===== src/rtl/tone_envelope_synth.sv =====
// Square-wave tone generator with attack/sustain/release envelope and a
// two-cycle valid/ready sample port for the audio controller.
module tone_envelope_synth #(
  parameter int PERIOD_W = 19,
  parameter int ENV_DIV  = 50000,
  parameter int ATK_STEP = 8,
  parameter int REL_STEP = 4,
  parameter int AMP_UNIT = 3921568
) (
  input  logic                CLOCK_50,
  input  logic                reset,
  input  logic [PERIOD_W-1:0] note_half_period,
  input  logic                note_load,
  input  logic                mute,
  input  logic                sample_ready,
  output logic                sample_valid,
  output logic signed [31:0]  sample,
  output logic [1:0]          env_state
);

  localparam int DIV_W = (ENV_DIV > 2) ? $clog2(ENV_DIV) : 1;

  typedef enum logic [1:0] {
    S_IDLE    = 2'd0,
    S_ATTACK  = 2'd1,
    S_SUSTAIN = 2'd2,
    S_RELEASE = 2'd3
  } state_t;

  logic [PERIOD_W-1:0] r_per;
  logic [PERIOD_W-1:0] r_ph_cnt;
  logic                r_phase;
  logic [DIV_W-1:0]    r_div;
  logic [7:0]          r_level;
  state_t              r_state;
  logic signed [31:0]  r_sample_p1;
  logic                r_vld_p1;

  logic w_load_nz;
  logic w_tick;
  logic [7:0] w_atk_level;
  logic [7:0] w_rel_level;

  function automatic logic [7:0] sat_add(input logic [7:0] lvl);
    logic [8:0] s;
    s = {1'b0, lvl} + 9'(ATK_STEP);
    return (s > 9'd255) ? 8'd255 : s[7:0];
  endfunction

  function automatic logic [7:0] sat_sub(input logic [7:0] lvl);
    return ({1'b0, lvl} <= 9'(REL_STEP)) ? 8'd0 : 8'(lvl - 8'(REL_STEP));
  endfunction

  // Magnitude fits in 31 bits, so the sign bit is always free for negation.
  function automatic logic signed [31:0] shape_sample(input logic [7:0] lvl,
                                                      input logic ph,
                                                      input logic mt);
    logic [30:0]        mag;
    logic signed [31:0] pos;
    mag = 31'(lvl) * 31'(AMP_UNIT);
    pos = signed'({1'b0, mag});
    if (mt)      return 32'sd0;
    else if (ph) return pos;
    else         return -pos;
  endfunction

  assign w_load_nz   = note_load && (note_half_period != '0);
  assign w_tick      = (r_div == DIV_W'(ENV_DIV - 1));
  assign w_atk_level = sat_add(r_level);
  assign w_rel_level = sat_sub(r_level);

  // Oscillator: half-period counter and square-wave phase
  always_ff @(posedge CLOCK_50) begin
    if (reset) begin
      r_per    <= '0;
      r_ph_cnt <= '0;
      r_phase  <= 1'b1;
    end else if (w_load_nz) begin
      r_per    <= note_half_period;
      r_ph_cnt <= '0;
      r_phase  <= 1'b1;
    end else if (r_per == '0) begin
      r_ph_cnt <= '0;
      r_phase  <= 1'b1;
    end else if (r_ph_cnt == r_per) begin
      r_ph_cnt <= '0;
      r_phase  <= ~r_phase;
    end else begin
      r_ph_cnt <= r_ph_cnt + PERIOD_W'(1);
    end
  end

  always_ff @(posedge CLOCK_50) begin
    if (reset || w_tick) r_div <= '0;
    else                 r_div <= r_div + DIV_W'(1);
  end

  // Envelope FSM: a load in the same cycle as a tick swallows the tick
  always_ff @(posedge CLOCK_50) begin
    if (reset) begin
      r_state <= S_IDLE;
      r_level <= 8'd0;
    end else if (note_load) begin
      case (r_state)
        S_IDLE:    if (w_load_nz)  r_state <= S_ATTACK;
        S_ATTACK:  if (!w_load_nz) r_state <= S_RELEASE;
        S_SUSTAIN: if (!w_load_nz) r_state <= S_RELEASE;
        S_RELEASE: if (w_load_nz)  r_state <= S_ATTACK;
        default:   r_state <= S_IDLE;
      endcase
    end else if (w_tick) begin
      case (r_state)
        S_ATTACK: begin
          r_level <= w_atk_level;
          if (w_atk_level == 8'd255) r_state <= S_SUSTAIN;
        end
        S_SUSTAIN: r_level <= 8'd255;
        S_RELEASE: begin
          r_level <= w_rel_level;
          if (w_rel_level == 8'd0) r_state <= S_IDLE;
        end
        default: r_level <= r_level;
      endcase
    end
  end

  // Output stage p1: capture while empty, drop valid for one cycle after a transfer
  always_ff @(posedge CLOCK_50) begin
    if (reset) begin
      r_vld_p1    <= 1'b0;
      r_sample_p1 <= 32'sd0;
    end else if (r_vld_p1 && sample_ready) begin
      r_vld_p1    <= 1'b0;
    end else if (!r_vld_p1) begin
      r_sample_p1 <= shape_sample(r_level, r_phase, mute);
      r_vld_p1    <= 1'b1;
    end
  end

  assign sample_valid = r_vld_p1;
  assign sample       = r_sample_p1;
  assign env_state    = r_state;

endmodule


===== config.mk =====
export PLATFORM = sky130hd
export DESIGN_NAME = tone_envelope_synth
export DESIGN_NICKNAME = d
export VERILOG_FILES = /design/src/rtl/tone_envelope_synth.sv
export SDC_FILE = /design/constraint.sdc
export NUM_CORES = 1
export LEC_CHECK = 0
export ABC_AREA = 1
export BUFFER_PORTS_ARGS = -buffer_cell sky130_fd_sc_hd__buf_2
export CAP_MARGIN = 20
export CORE_UTILIZATION = 60
export CTS_CLUSTER_DIAMETER = 40
export CTS_CLUSTER_SIZE = 14
export DETAILED_ROUTE_END_ITERATION = 10
export MAX_ROUTING_LAYER = met4
export PLACE_DENSITY = 0.91
export SYNTH_ARGS = -nofsm -noshare
export SYNTH_HDL_FRONTEND = slang
export SYNTH_SLANG_ARGS = --single-unit

===== constraint.sdc =====
create_clock -name CLOCK_50 -period 8.5 [get_ports CLOCK_50]
set_clock_uncertainty 0.2 [all_clocks]
set_input_delay 1.7 -clock CLOCK_50 [delete_from_list [all_inputs] [get_ports CLOCK_50]]
set_output_delay 1.7 -clock CLOCK_50 [all_outputs]
set_load 0.02 [all_outputs]

==> results.cfg <==
[clock_tree]
h-tree-depth = 3
cts_tree = yes
numCtsBuffers = 9
post_cts_buffers = 0
cts_sinks = 93
path_clk_slew_ns = 0.07
cts_repair_resize_count = 0
holdBufCountCts = 0
clkLatencyLatePin_ns = 0.35
cts_root_buf = clkbuf_16
clk_path_buf_depth = 2

[timing]
timing.slew.headroom_pct = 44.17
layout_min_cycle_time_ns = 5.324
max_freq_ghz = 0.1878
worstMarginPinSlew_ns = 0.8344
hold_viol = 0
min_period_over_period_pct = 62.63
rsz0062_at_grt = false
finalMaxSlewViolations = 0
fin_tns_setup_ns = 0
setup_viol = 0

[critical_path]
start_kind = flip-flop
cp.arrival_ns = 5.41
path_cells = fa_1, inv_1, fa_1, inv_1, fa_1, inv_1, fa_1, inv_1, ha_1, nand2_1, inv_1, nand2_1, a21oi_1, nor3_1, nand2_1, nand2_1, nand2_1, nor2_2, nand2_1, nand2_1, nand2_1, nand2_1, nand3_1, a21oi_1
path_buf_inv = 5
cp.depth = 24
crit_slowest_cell = fa_1
r2r_cells = 24
critical_path.top_delay_family = adder cells
endpoint_kind = flip-flop
worst_path_most_repeated_cell = nand2_1
worstSetupPathType = reg -> reg
slowest_delay_ns = 0.70
cp_max_fo = 14
crit_start = r_level[5]$_SDFFE_PP0P_
r2r_start = r_level[5]$_SDFFE_PP0P_
cp.required_ns = 8.58

[flow_run]
max_cap_viol_count = 0

[place]
hpwlAfterDp_um = 15570
port-buffer-count = 53
gp_congestion = 0.9822
dpl_cell_area_um2 = 8607

[logic_synthesis]
synth_cell_types = 49
synth_area_per_cell_um2 = 6.905
synth-edff-count = 0
synth_top_flop_cell = dfxtp_1
ys_seq_elements = 93
synth_cells = 1192
ys.warnings.count = 0
synth_top_area_share_pct = 22.62
ys_async_sr_fraction_pct = 0
syn_area_um2 = 8230
yosysSeqAreaShare_pct = 22.62
synth.area.top_cells = dfxtp_1, ha_1, nand2_1, fa_1, inv_1
synth_top_area_cell = dfxtp_1

[finish]
final_nets = 1373
finalInstanceArea_um2 = 8942
antenna_cells = 0
syn2layout_area_growth_pct = 8.650
multi_input_area_um2 = 5494
fillers = 1073
regArea_um2 = 1862
drive_above_1_share_pct = 10.80

[detailed_routing]
wl_per_cell_um = 13.82
viasPerCell = 5.505
via_count = 7801
remaining_drc_errors = 0
finalWirelength_um = 19590
drtIter0Drc = 725
firstDrtPassIters = 5
postRouteAntennaNets = 0

[floorplanning]
floorplan.initialDensity_pct = 61.90
fp.dieW_um = 119.1
die_area_um2 = 14190
core_um2 = 13300
rows = 42
io_pins = 59
die_height_um = 119.1

[pwr]
power.density_nw_per_um2 = 105.9
ir_drop_v = 0.00008085
p_leak_nw = 4.554

[grt]
gr-total-overflow = 0
antenna_found_initial = 0
grt_pass1_wl_um = 32510
grt_use_total_pct = 28.95
grt_max_degree = 35
grt_pass1_vias = 7152

[outcome]
run_status = completed

[min_path]
hold_depth = 1
min_path_type = reg -> reg
hold_start = r_div[0]$_SDFF_PP0_
## state kept, by name, indices dropped and copies added (netlist names)
| register | flops |
|---|---|
| sample | 27 |
| r_ph_cnt | 19 |
| sample_valid | 1 |
| r_level | 8 |
| env_state | 2 |
| r_phase | 1 |
| r_div | 16 |
| r_per | 19 |
## metrics by stage
step | util [%] | cells | hold slack (ns) | power [mW] | setup WS, ns
floorplan | - | 1196 | 0.2176 | 0.5099 | 3.918
global placement | 64.74 | 1400 | 0.2319 | 0.5247 | 3.344
detailed placement | 64.74 | 1400 | 0.2359 | 0.5265 | 3.267
CTS | 67.15 | 1416 | 0.2495 | 0.9491 | 3.271
global route | 67.26 | 1417 | 0.2776 | 0.9801 | 2.801
finish | 67.26 | 1417 | 0.2480 | 0.9474 | 3.176
## synth_stat cells, drive strengths merged (17+ instances only)
cell type / instances
o21ai: 49
nor4: 17
nor3: 30
nand2: 268
fa: 37
nand3: 87
dfxtp: 93
inv: 201
nand4: 18
xor2: 32
nor2: 128
a21oi: 70
ha: 76
## metal layers
layer / GRT usage [%] / part of all wire [%] / vias up
li1: - / - / 3906
met1: 36.19 / 44 / 3567
met2: 46.88 / 47 / 278
met3: 4.693 / 6.0 / 50
met4: 11.08 / 2.9 / 0
met5: - / 0 / -
## area by class of cell
cell class,instances,area share [%]
clock buffer,12,2.980
multi-input combinational,875,61.44
timing repair buffer,55,3.218
tap,176,2.463
inverter,202,8.479
clock inverter,4,0.6017
sequential,93,20.82
## power breakdown
part	internal, mW	switching (mW)
combinational	0.0232	0.0410
clock	0.253	0.175
sequential	0.445	0.0105
total	0.721	0.226
## worst register-to-register path: cells and delay by family, from the launching register on
family                   cells  cell delay [ns]
adder cells (fa/ha/maj)      5             2.64
flip-flops                   1             0.50
AND/OR/NAND/NOR             12             1.42
buffers and inverters        5             0.32
AO/OA/AOI/OAI                2             0.19
## path summary, 6_finish.rpt
kind	endpoint	slack (ns)
worst max-delay path	sample[28]$_SDFFE_PP0P_	3.18
worst min register to register	r_div[0]$_SDFF_PP0_	0.25
worst min-delay path	r_div[0]$_SDFF_PP0_	0.25
worst max register to register	sample[28]$_SDFFE_PP0P_	3.18
## kinds of logic after synthesis
family	synth area share, %
DFF	22.62
xor gates and xnor gates	5.108
and+or+nand+nor	31.39
buffers and inverters	10.81
other	0.04556
adders and majority gates	20.55
AOI/OAI and AO/OA	9.471
## placed cells by master, fill, tap and decap left out, types with 3 or more instances in the layout
| master | count |
|---|---|
| a211oi_1 | 3 |
| nor3_1 | 27 |
| nor3b_1 | 5 |
| nand3_1 | 83 |
| nor2_1 | 115 |
| nor2_2 | 10 |
| or2_2 | 4 |
| o21bai_1 | 3 |
| nand2_1 | 248 |
| dfxtp_1 | 93 |
| nor2_4 | 3 |
| nand4_1 | 18 |
| a31oi_1 | 4 |
| nor4_1 | 14 |
| fa_1 | 37 |
| inv_2 | 14 |
| clkbuf_16 | 9 |
| nand3_2 | 4 |
| ha_1 | 76 |
| nand2_2 | 20 |
| a21oi_1 | 69 |
| inv_1 | 187 |
| nor4_2 | 3 |
| xnor2_1 | 16 |
| nand3b_1 | 3 |
| clkbuf_8 | 3 |
| conb_1 | 5 |
| buf_2 | 53 |
| xor2_1 | 32 |
| o21ai_0 | 49 |
No activity file was read; power rests on OpenSTA's default activity.
